File: src/rtl/apb_txn_monitor.sv
// Passive APB transaction monitor.
// Watches an APB bus, checks the setup/access handshake, and captures each
// completed transfer into a FIFO of records drained through a valid/ready port.
// Ports:
//   pclk, preset                    clock, synchronous active-high reset
//   psel..pslverr                   observed APB signals (never driven)
//   out_valid/out_ready             record handshake
//   out_addr..out_waits             head record fields
//   clr_err                         clears sticky flags and drop_count
//   err_seq, err_stable, err_onehot, err_timeout, overflow  sticky flags
//   drop_count                      records lost to a full FIFO (saturating)
module apb_txn_monitor #(
  parameter int unsigned ADDR_WIDTH   = 32,
  parameter int unsigned DATA_WIDTH   = 32,
  parameter int unsigned NO_OF_SLAVES = 1,
  parameter int unsigned FIFO_DEPTH   = 8,
  parameter int unsigned WAIT_W       = 8,
  parameter int unsigned TIMEOUT      = 0,
  localparam int unsigned STRB_W      = DATA_WIDTH / 8,
  localparam int unsigned SLV_W       = (NO_OF_SLAVES > 1) ? $clog2(NO_OF_SLAVES) : 1
) (
  input  logic                    pclk,
  input  logic                    preset,
  input  logic [NO_OF_SLAVES-1:0] psel,
  input  logic                    penable,
  input  logic                    pwrite,
  input  logic [ADDR_WIDTH-1:0]   paddr,
  input  logic [DATA_WIDTH-1:0]   pwdata,
  input  logic [STRB_W-1:0]       pstrb,
  input  logic [2:0]              pprot,
  input  logic                    pready,
  input  logic [DATA_WIDTH-1:0]   prdata,
  input  logic                    pslverr,
  output logic                    out_valid,
  input  logic                    out_ready,
  output logic [ADDR_WIDTH-1:0]   out_addr,
  output logic [DATA_WIDTH-1:0]   out_data,
  output logic                    out_write,
  output logic [STRB_W-1:0]       out_strb,
  output logic [2:0]              out_prot,
  output logic                    out_slverr,
  output logic [SLV_W-1:0]        out_slave,
  output logic [WAIT_W-1:0]       out_waits,
  input  logic                    clr_err,
  output logic                    err_seq,
  output logic                    err_stable,
  output logic                    err_onehot,
  output logic                    err_timeout,
  output logic                    overflow,
  output logic [15:0]             drop_count
);

  localparam int unsigned PTR_W = $clog2(FIFO_DEPTH);
  localparam int unsigned CNT_W = PTR_W + 1;

  typedef struct packed {
    logic [ADDR_WIDTH-1:0] addr;
    logic [DATA_WIDTH-1:0] data;
    logic                  write;
    logic [STRB_W-1:0]     strb;
    logic [2:0]            prot;
    logic                  slverr;
    logic [SLV_W-1:0]      slave;
    logic [WAIT_W-1:0]     waits;
  } rec_t;

  typedef enum logic {S_IDLE, S_ACCESS} state_t;

  state_t                  state, state_nxt;
  logic [NO_OF_SLAVES-1:0] lat_psel, lat_psel_nxt;
  logic [ADDR_WIDTH-1:0]   lat_addr, lat_addr_nxt;
  logic                    lat_write, lat_write_nxt;
  logic [DATA_WIDTH-1:0]   lat_wdata, lat_wdata_nxt;
  logic [STRB_W-1:0]       lat_strb, lat_strb_nxt;
  logic [2:0]              lat_prot, lat_prot_nxt;
  logic [WAIT_W-1:0]       wait_cnt, wait_nxt;

  rec_t                    mem [FIFO_DEPTH];
  rec_t                    out_q, head_nxt, push_rec;
  logic [PTR_W-1:0]        rd_ptr, wr_ptr, rd_nxt, wr_nxt;
  logic [CNT_W-1:0]        count, count_nxt, count_after_pop;
  logic                    out_valid_nxt;

  logic psel_multi, psel_ok, push, push_ok, pop, full, drop, timeout_hit;
  logic set_seq, set_stable, set_timeout;
  logic [SLV_W-1:0]        slv_idx;
  logic err_seq_nxt, err_stable_nxt, err_onehot_nxt, err_timeout_nxt, overflow_nxt;
  logic [15:0]             drop_nxt;

  // More than one select bit set: clear lowest set bit and test for leftovers.
  assign psel_multi  = (psel & (psel - NO_OF_SLAVES'(1))) != '0;
  assign psel_ok     = (psel != '0) && !psel_multi;
  assign timeout_hit = (TIMEOUT != 0) && ((64'(wait_cnt) + 64'd1) >= 64'(TIMEOUT));

  // Binary index of the latched (one-hot) select.
  always_comb begin
    slv_idx = '0;
    for (int i = 0; i < NO_OF_SLAVES; i++) begin
      if (lat_psel[i]) slv_idx = SLV_W'(i);
    end
  end

  always_comb begin
    push_rec.addr   = lat_addr;
    push_rec.data   = lat_write ? lat_wdata : prdata;
    push_rec.write  = lat_write;
    push_rec.strb   = lat_strb;
    push_rec.prot   = lat_prot;
    push_rec.slverr = pslverr;
    push_rec.slave  = slv_idx;
    push_rec.waits  = wait_cnt;
  end

  // Protocol FSM: next state, setup latch, wait counter, error/push strobes.
  always_comb begin
    state_nxt     = state;
    lat_psel_nxt  = lat_psel;
    lat_addr_nxt  = lat_addr;
    lat_write_nxt = lat_write;
    lat_wdata_nxt = lat_wdata;
    lat_strb_nxt  = lat_strb;
    lat_prot_nxt  = lat_prot;
    wait_nxt      = wait_cnt;
    set_seq       = 1'b0;
    set_stable    = 1'b0;
    set_timeout   = 1'b0;
    push          = 1'b0;
    case (state)
      S_IDLE: begin
        if (psel_ok) begin
          if (!penable) begin
            lat_psel_nxt  = psel;
            lat_addr_nxt  = paddr;
            lat_write_nxt = pwrite;
            lat_wdata_nxt = pwdata;
            lat_strb_nxt  = pstrb;
            lat_prot_nxt  = pprot;
            wait_nxt      = '0;
            state_nxt     = S_ACCESS;
          end else begin
            set_seq = 1'b1;
          end
        end
      end
      S_ACCESS: begin
        if (!psel_ok || (psel != lat_psel) || !penable) begin
          set_seq   = 1'b1;
          state_nxt = S_IDLE;
        end else begin
          set_stable = (paddr != lat_addr) || (pwrite != lat_write) ||
                       (pstrb != lat_strb) || (pprot != lat_prot) ||
                       (lat_write && (pwdata != lat_wdata));
          if (pready) begin
            push      = 1'b1;
            state_nxt = S_IDLE;
          end else if (timeout_hit) begin
            set_timeout = 1'b1;
            state_nxt   = S_IDLE;
          end else if (wait_cnt != '1) begin
            wait_nxt = wait_cnt + WAIT_W'(1);
          end
        end
      end
      default: state_nxt = S_IDLE;
    endcase
  end

  // FIFO bookkeeping; out_q is a registered copy of the post-update head.
  always_comb begin
    full            = count == CNT_W'(FIFO_DEPTH);
    pop             = out_valid && out_ready;
    push_ok         = push && (!full || pop);
    drop            = push && full && !pop;
    count_after_pop = count - CNT_W'(pop);
    count_nxt       = count_after_pop + CNT_W'(push_ok);
    rd_nxt          = rd_ptr + PTR_W'(pop);
    wr_nxt          = wr_ptr + PTR_W'(push_ok);
    out_valid_nxt   = count_nxt != '0;
    if (count_nxt == '0)            head_nxt = '0;
    else if (count_after_pop == '0) head_nxt = push_rec;
    else                            head_nxt = mem[rd_nxt];
  end

  // Sticky flags: a new event wins over a simultaneous clear.
  always_comb begin
    err_seq_nxt     = set_seq     | (err_seq     & ~clr_err);
    err_stable_nxt  = set_stable  | (err_stable  & ~clr_err);
    err_onehot_nxt  = psel_multi  | (err_onehot  & ~clr_err);
    err_timeout_nxt = set_timeout | (err_timeout & ~clr_err);
    overflow_nxt    = drop        | (overflow    & ~clr_err);
    if (clr_err)                            drop_nxt = 16'(drop);
    else if (drop && drop_count != 16'hFFFF) drop_nxt = drop_count + 16'd1;
    else                                    drop_nxt = drop_count;
  end

  always_ff @(posedge pclk) begin
    if (preset) begin
      state       <= S_IDLE;
      lat_psel    <= '0;
      lat_addr    <= '0;
      lat_write   <= 1'b0;
      lat_wdata   <= '0;
      lat_strb    <= '0;
      lat_prot    <= '0;
      wait_cnt    <= '0;
      rd_ptr      <= '0;
      wr_ptr      <= '0;
      count       <= '0;
      out_valid   <= 1'b0;
      out_q       <= '0;
      err_seq     <= 1'b0;
      err_stable  <= 1'b0;
      err_onehot  <= 1'b0;
      err_timeout <= 1'b0;
      overflow    <= 1'b0;
      drop_count  <= '0;
    end else begin
      state       <= state_nxt;
      lat_psel    <= lat_psel_nxt;
      lat_addr    <= lat_addr_nxt;
      lat_write   <= lat_write_nxt;
      lat_wdata   <= lat_wdata_nxt;
      lat_strb    <= lat_strb_nxt;
      lat_prot    <= lat_prot_nxt;
      wait_cnt    <= wait_nxt;
      rd_ptr      <= rd_nxt;
      wr_ptr      <= wr_nxt;
      count       <= count_nxt;
      out_valid   <= out_valid_nxt;
      out_q       <= head_nxt;
      err_seq     <= err_seq_nxt;
      err_stable  <= err_stable_nxt;
      err_onehot  <= err_onehot_nxt;
      err_timeout <= err_timeout_nxt;
      overflow    <= overflow_nxt;
      drop_count  <= drop_nxt;
    end
  end

  // Record storage needs no reset; pointers define what is valid.
  always_ff @(posedge pclk) begin
    if (!preset && push_ok) mem[wr_ptr] <= push_rec;
  end

  assign out_addr   = out_q.addr;
  assign out_data   = out_q.data;
  assign out_write  = out_q.write;
  assign out_strb   = out_q.strb;
  assign out_prot   = out_q.prot;
  assign out_slverr = out_q.slverr;
  assign out_slave  = out_q.slave;
  assign out_waits  = out_q.waits;

endmodule

File: config.mk
export PLATFORM = sky130hd
export DESIGN_NAME = apb_txn_monitor
export DESIGN_NICKNAME = d
export VERILOG_FILES = /design/src/rtl/apb_txn_monitor.sv
export SDC_FILE = /design/constraint.sdc
export NUM_CORES = 1
export LEC_CHECK = 0
export CAP_MARGIN = 30
export CORE_MARGIN = 5
export CORE_UTILIZATION = 45
export CTS_BUF_LIST = sky130_fd_sc_hd__clkbuf_4 sky130_fd_sc_hd__clkbuf_8
export CTS_CLUSTER_SIZE = 10
export DETAILED_ROUTE_END_ITERATION = 10
export MAX_ROUTING_LAYER = met4
export PLACE_DENSITY = 0.76
export SLEW_MARGIN = 20
export SYNTH_ARGS = -nofsm -noshare
export SYNTH_HDL_FRONTEND = slang
export SYNTH_SLANG_ARGS = --single-unit
File: constraint.sdc
create_clock -name pclk -period 7.73 [get_ports pclk]
set_input_delay 1.546 -clock pclk [delete_from_list [all_inputs] [get_ports pclk]]
set_output_delay 1.546 -clock pclk [all_outputs]
set_load 0.01 [all_outputs]
### Word-level counts from Yosys, hierarchy flattened

Memory sizes are Yosys's and may differ from the RTL's.
Index checks and enable logic that the tools add are counted.

* register bits after elaboration: 196
* latch bits: 0
* memory bits (writable): 648
* memory bits (read-only): 0
* bits of input ports: 112
* logic and storage cells: 118
* memories: 1

* add/subtract/negate cells: 7
* multiply operators: 0
* divide/modulo/power cells: 0
* order comparisons: 0
* equality and inequality tests: 14
* shift operators: 0
* mux-type cells: 26
* bitwise logic cells: 13
* reduce and logical (&&, ||, !) cells: 30

Memory list
* mem: words 8, bits a word 81, rd ports 1, clocked after Yosys merged registers in 0, wr ports 1, line 78 `rec_t mem [FIFO_DEPTH];`

Operators with widths (count)
* $mux 82: 1
* $ne 32x32->1: 2
* $mux 8: 5
* $mux 32: 1
* $add 16x1->16 const B: 1
* $mux 1: 16
* $ne 16x16->1 const B: 1
* $pmux 8 s2: 1
* $add 8x1->8 const B: 1
* $logic_and 1x1->1: 8
* $logic_not 4->1: 2
* $ne 2x2->1 const B: 4
* $ne 8x8->1 const B: 1
* $logic_or 1x1->1: 7
* $add 3x1->3: 2
* $and 1x1->1: 6
* $logic_not 1->1: 6
* $reduce_and 5->1: 1
* $add 4x1->4: 1
* $eq 4x4->1 const B: 1
* $ne 4x4->1: 1
* $or 1x1->1: 4
* $pmux 1 s2: 2
* $reduce_bool 4->1: 1
* 10 further kinds: 14

### Depth between registers and ports, before layout

Gate-level depths: netlist (run 1).

* depth in word-level cells: 14
* gate-level depth with buffers: 11
* mapped depth without buffers: 9

### Worst setup path after synthesis (run 1)

Ideal clock, no wire load.

* kind: input-to-reg
* start point: input port out_ready
* end point: memory mem[0][0] (netlist bit), enable pin
* data arrival time: 7.744 ns
* required time: 7.110 ns
* setup slack: -0.634 ns
* stages: 5
* cells stage by stage: nand2_1 > nand2_1 > nand2_1 > or4_1 > nor3_1

* word-level cells in the longest chain between the ends: 6

RTL lines
* start: declaration: line 35 `input logic out_ready,`
* $logic_and 1x1->1: line 171 `pop = out_valid && out_ready;`
* $logic_or 1x1->1: line 172 `push_ok = push && (!full || pop);`
* $logic_and 1x1->1: line 172
* $logic_and 1x1->1: line 242 `if (!preset && push_ok) mem[wr_ptr] <= push_rec;`
* $mux 1: line 242
* $mux 1 (implied by the code): line 242
* end: declaration: line 78

Every way passes these cells.

### Worst setup path in the final report (run 1)

* start point: input port out_ready
* end point: register out_q, in the netlist out_addr[26]

* word-level cells in the longest chain between the ends: 6
* elaborated cells between the ends (all ways): 11

RTL lines
* $logic_and 1x1->1 (*): line 171
* parallel branches: the longest is 5 deep, another holds $sub 4x1->4
* end signal: assignment: line 230 `out_q <= head_nxt;`
* end: declaration: line 79 `rec_t out_q, head_nxt, push_rec;`

Every way passes the cells marked *.
A chain may end at the register's enable or synchronous reset.

==> impl_metrics.py, run 1 <==
metrics = {
    "pwr": {
        "p_leak_nw": 12.4,
        "swShare_pct": 27.0,
        "seqPwrFrac_pct": 45.6,
        "clockPowerShare_pct": 34.4,
        "switchingPower_mw": 3.05,
        "vdd_drop_max_mv": 0.486,
        "p_int_mw": 8.26,
        "total_power_mw": 11.3,
        "combPwrFrac_pct": 20.0,
        "power_density_nw_per_um2": 293,
    },
    "cts": {
        "cts_htree_levels": 4,
        "cts.sinks": 843,
        "cts.clk_slew.worst_paths_ps": 60,
        "clockBufferDepth": 3,
        "cts_tree": "yes",
        "clk_latency_ps": 770,
        "post_cts_buffers": 0,
        "root_buffer": "clkbuf_8",
        "cts_buffers": 134,
        "hold_buffers": 0,
        "cts_resized": 0,
    },
    "die": {
        "rows": 98,
        "design.core.area_um2": 71500,
        "die_h_um": 278,
        "ios": 216,
        "die_area_um2": 77500,
        "start_util_pct": 45.3,
        "die_x_um": 278,
    },
    "setup_path": {
        "arrival_ps": 4810,
        "rr_worst_depth": 10,
        "critPathCaptureType": "flip-flop",
        "cp-startpoint": "out_ready",
        "r2r-start": "out_valid",
        "r2r_end": "out_addr[26]",
        "cp.required_ps": 8320,
        "crit_end": "out_addr[26]",
        "rrSetupSlack_ps": 4420,
        "crit_type": "in2reg",
        "start_kind": "input port",
        "path_max_fanout": 49,
    },
    "sta": {
        "fin_crit_ps": 4220,
        "worstMarginPinSlew_ps": 1000,
        "fmax_mhz": 237,
        "finalHoldViolCount": 0,
        "fin_worst_skew_ps": 31.4,
        "slew_headroom_pct": 33.1,
        "min_period_over_period_pct": 54.6,
        "final_max_slew_viol_count": 0,
        "finalSetupViolations": 0,
        "rsz0062_at_grt": "no",
        "setup-tns-final_ps": 0,
    },
    "logic_synthesis": {
        "synth_cells": 1927,
        "yosysSeqAreaShare_pct": 72.1,
        "synth_compound_area_share_pct": 3.68,
        "synth_top_area_share_pct": 60.0,
        "synth.most_common_cell": "edfxtp_1",
        "muxShareOfSynthArea_pct": 13.9,
        "synth_top_family_by_area": "multiplexers",
        "synth_enable_flop_cells": 648,
        "postSynthAreaPerCell_um2": 16.8,
        "synth-xor-area-share_pct": 2.59,
        "synth_commonest_cells": "edfxtp_1 (648), nand2_1 (227), dfxtp_1 (195), mux4_2 (162), nor2_1 (125)",
        "synth_flop_cell": "edfxtp_1",
        "async_reset_ff_share_pct": 0,
        "yosys.cell_types.count": 45,
        "ys_top_cells_by_area": "edfxtp_1 (60%), dfxtp_1 (12%), mux4_2 (11%), nand2_1 (2.6%), xnor2_1 (2.3%)",
        "synth_area_um2": 32400,
        "synth_nets": 2049,
        "synth_largest_area_cell": "edfxtp_1",
        "synthAdderAreaFrac_pct": 0.386,
        "ys.warnings.count": 0,
        "synth-seq-cells": 843,
        "synth-simple-area-share_pct": 5.69,
    },
    "global_routing": {
        "grt_pass1_vias": 18800,
        "grt_use_total_pct": 19.8,
        "grt_pass1_wl_mm": 114,
        "grt-ovfl-total": 0,
        "antenna_found_initial": 2,
        "grt_max_degree": 163,
    },
    "routing": {
        "drt_iter0_markers": 1505,
        "ant_nets": 0,
        "wl_per_cell_um": 23.0,
        "route.detailed.drc": 0,
        "drt-total-wl_mm": 75.1,
        "vias": 18200,
        "via_per_inst": 5.56,
        "drt_pre_antenna_iters": 5,
    },
    "run": {
        "cap_violations": 0,
    },
    "placement": {
        "place_hpwl_mm": 44.3,
        "place_congestion": 0.831,
        "io_buffers": 214,
    },
    "final_layout": {
        "area_growth_pct": 19.3,
        "fin_nets": 2327,
        "layout-drive-gt1-share_pct": 20.6,
    },
    "outcome": {
        "outcome": "completed",
    },
    "worst_hold_path": {
        "worstHoldPathType": "reg2reg",
    },
}
kinds of logic (layout without fill, tap and decap cells):
kind of cell | count (synthesis) | in the layout
buf+inv | 120 | 510
flops | 843 | 843
mux | 244 | 244
simple gates | 431 | 431
compound gates | 182 | 182
fa+ha+maj | 10 | 10
other cells | 1 | 3
xor+xnor | 96 | 96
how the worst min path moves through the flow:
stage	depth (start not counted)	startpoint	slack (ps)	endpoint
after floorplan	2	lat_wdata[0]	460	lat_wdata[0]
after global placement	1	err_onehot	450	err_onehot
after detailed placement	1	err_onehot	450	err_onehot
after CTS	1	err_onehot	480	err_onehot
after global routing	2	lat_wdata[28]	500	lat_wdata[28]
final	1	err_onehot	470	err_onehot
layer usage:
layer,vias up,track usage [%],routed length (µm)
met2,697,31.7,37600
met5,-,-,0
li1,8026,-,-
met4,0,6.49,2040
met3,122,4.84,5680
met1,9346,25.2,29800
area by class of cell:
| class | instances | area, µm² |
|---|---|---|
| diodes | 2 | 5.00 |
| repair buffers | 248 | 2570 |
| well taps | 950 | 1190 |
| clock buffers | 205 | 2540 |
| inverters | 14 | 52.6 |
| multi-input cells | 964 | 8650 |
| flip-flops and latches | 843 | 23400 |
| fillers | 5394 | 32800 |
| clock inverters | 43 | 293 |
critical path, stage by stage:
cell	delay (ps)
clkdlybuf4s50_1	440
nand2_1	130
inv_1	110
ha_1	210
ha_1	190
xnor2_1	170
nor3b_1	280
xor2_1	270
a41o_4	600
buf_4	720
a211oi_1	110
state kept, by name, summed over array words and instances, names as in the netlist, 3 cells and up:
| signal | cells |
|---|---|
| rd_ptr | 3 |
| out_data | 32 |
| lat_prot | 3 |
| lat_wdata | 32 |
| lat_strb | 4 |
| out_waits | 8 |
| out_strb | 4 |
| wr_ptr | 3 |
| out_addr | 32 |
| mem | 648 |
| out_prot | 3 |
| wait_cnt | 8 |
| lat_addr | 32 |
| count | 4 |
| drop_count | 16 |
layout by cell type (no fill, tap or decap), types with 45 or more instances in the layout:
cell type and count:
mux4_2 162, xnor2_1 84, nand2_1 226, clkdlybuf4s50_1 213, a211oi_1 53, dfxtp_1 194
nor2_1 119, clkbuf_4 45, edfxtp_1 648, a21oi_1 84, mux2i_1 50, clkbuf_8 160
power groups by stage:
stage	Sequential, mW	Clock (mW)	Combinational (mW)
detailed placement	5.25	0	2.28
global placement	5.25	0	2.23
finish	5.15	3.90	2.26
floorplan	5.25	0	1.50
global route	5.17	4.20	2.48
CTS	5.16	3.98	2.30
through the flow:
step	setup WS [ps]	area (µm²)	hold WS (ps)	cells	utilization [%]
global route	3400	38700	500	3269	54.1
detailed placement	2750	35800	455	3018	50.1
finish	3510	38700	475	3269	54.1
floorplan	1550	32400	458	1927	-
global placement	2850	35700	450	3013	49.9
CTS	3600	38600	476	3266	54.0
(Power assumes the default switching activity.)
==> run 2: changes to the inputs <==
Settings changed: PLACE_DENSITY 0.76 to 0.74.
Clock period 7.73 ns to 4.2 ns, I/O delays scaled along.
==> impl_metrics.py, run 2 (same netlist as run 1, synthesis figures left out) <==
metrics = {
    "outcome": {
        "outcome": "completed",
    },
    "final_layout": {
        "multi_input_area_um2": 8650,
        "regArea_um2": 23400,
        "layout_commonest_cell": "edfxtp_1",
        "stdcell_area_um2": 39100,
        "fin_util_pct": 54.7,
        "most-common-layout-cells": "edfxtp_1 (648), nand2_1 (226), clkdlybuf4s50_1 (213), dfxtp_1 (194), mux4_2 (162)",
        "top_register": "mem",
        "largest_reg_flops": 648,
        "layout-drive-gt1-share_pct": 21.4,
        "fin_nets": 2349,
        "fill_cells": 5431,
        "area_growth_pct": 20.7,
    },
    "global_routing": {
        "antenna_found_initial": 2,
        "grt_max_degree": 82,
        "grt-ovfl-total": 0,
        "grt_pass1_wl_mm": 118,
        "grt_pass1_vias": 19200,
        "grt_use_total_pct": 20.6,
    },
    "worst_hold_path": {
        "worstHoldPathType": "in2reg",
        "min_path_cells": 2,
    },
    "cts": {
        "clk_latency_ps": 770,
        "post_cts_buffers": 0,
        "hold_buffers": 0,
        "cts_htree_levels": 4,
        "cts_buffers": 135,
        "cts.sinks": 843,
        "root_buffer": "clkbuf_8",
        "clockBufferDepth": 3,
        "cts_tree": "yes",
        "cts_resized": 0,
        "cts.clk_slew.worst_paths_ps": 60,
    },
    "sta": {
        "rsz0062_at_grt": "no",
        "final_max_slew_viol_count": 0,
        "slew_headroom_pct": 43.4,
        "finalSetupViolations": 0,
        "fin_crit_ps": 3030,
        "fmax_mhz": 330,
        "min_period_over_period_pct": 72.1,
        "setup_slack_ps": 1170,
        "fin_worst_skew_ps": 27.8,
        "finalHoldViolCount": 0,
        "worstMarginPinSlew_ps": 845,
    },
    "die": {
        "die_x_um": 278,
        "design.core.area_um2": 71500,
        "ios": 216,
        "rows": 98,
        "die_h_um": 278,
        "die_area_um2": 77500,
        "start_util_pct": 45.3,
    },
    "placement": {
        "place_congestion": 0.860,
        "place_hpwl_mm": 46.1,
        "io_buffers": 214,
        "pre_cts_slack_ps": 419,
        "placed_area_um2": 36200,
    },
    "pwr": {
        "vdd_drop_max_mv": 0.356,
        "p_leak_nw": 12.5,
        "power_density_nw_per_um2": 542,
    },
    "setup_path": {
        "path_max_fanout": 27,
        "crit_type": "in2reg",
        "rr_worst_depth": 10,
        "critPathCaptureType": "flip-flop",
        "start_kind": "input port",
        "arrival_ps": 3630,
        "cp.required_ps": 4810,
    },
    "routing": {
        "vias": 18400,
        "wl_per_cell_um": 23.8,
        "drt_iter0_markers": 1394,
        "wirelength_met1_mm": 31.0,
        "route.detailed.drc": 0,
        "wl_met3_mm": 6.09,
        "via_per_inst": 5.57,
        "drt_pre_antenna_iters": 5,
        "met2_length_mm": 38.4,
        "routed.top_layer": "met4",
        "drt-total-wl_mm": 78.3,
        "ant_nets": 0,
    },
    "run": {
        "cap_violations": 0,
    },
}
## run 2: cell types whose count changed in the layout (fill, tap and decap cells not counted), sizes merged
cell      change
clkbuf        +5
bufinv        +2
clkinvlp      +6
inv           -2
clkinv        -8
buf          +21
## run 2: layout make-up
class / count / share of cell area (%)
Sequential cell: 843 / 59.7
Multi-Input combinational cell: 964 / 22.1
Timing Repair Buffer: 269 / 7.57
Clock buffer: 210 / 6.53
Tap cell: 950 / 3.04
Clock inverter: 41 / 0.864
Inverter: 14 / 0.134
Antenna cell: 2 / 0.0128
## run 2: metrics by stage
step	total power [mW]	hold WS (ps)	instances	TNS, ps
CTS	21.4	283	3291	0
floorplan	12.4	458	1927	-387980
finish	21.2	366	3293	0
detailed placement	14.1	457	3040	0
global placement	14.0	445	3039	0
global route	22.1	323	3293	0
## run 2: worst max-delay path: stages
cell	delay (ps)
clkdlybuf4s50_1	400
nand2_1	130
inv_1	110
ha_1	220
ha_1	200
xnor2_1	180
nor3b_1	250
xor2_1	290
a41o_4	590
buf_4	310
a311oi_1	70
## run 2: path summary, 6_finish.rpt
path | start | end | slack (ps)
worst max register to register | count[1] | out_data[28] | 1310
worst min register to register | err_timeout | err_timeout | 470
worst max-delay path | out_ready | out_data[28] | 1170
worst min-delay path | preset | wait_cnt[6] | 370
## run 2: per-layer routing
layer  global-route usage [%]  vias up
met5                        -        -
met1                     25.9     9365
met2                     32.3      751
met4                     8.08        0
met3                     5.33      153
li1                         -     8084
## run 2: where the power goes
| group | internal (mW) | leakage [nW] | switching, mW |
|---|---|---|---|
| logic | 2.05 | 3.47 | 2.34 |
| clock network | 4.18 | 1.50 | 3.14 |
| registers | 9.26 | 7.54 | 0.230 |
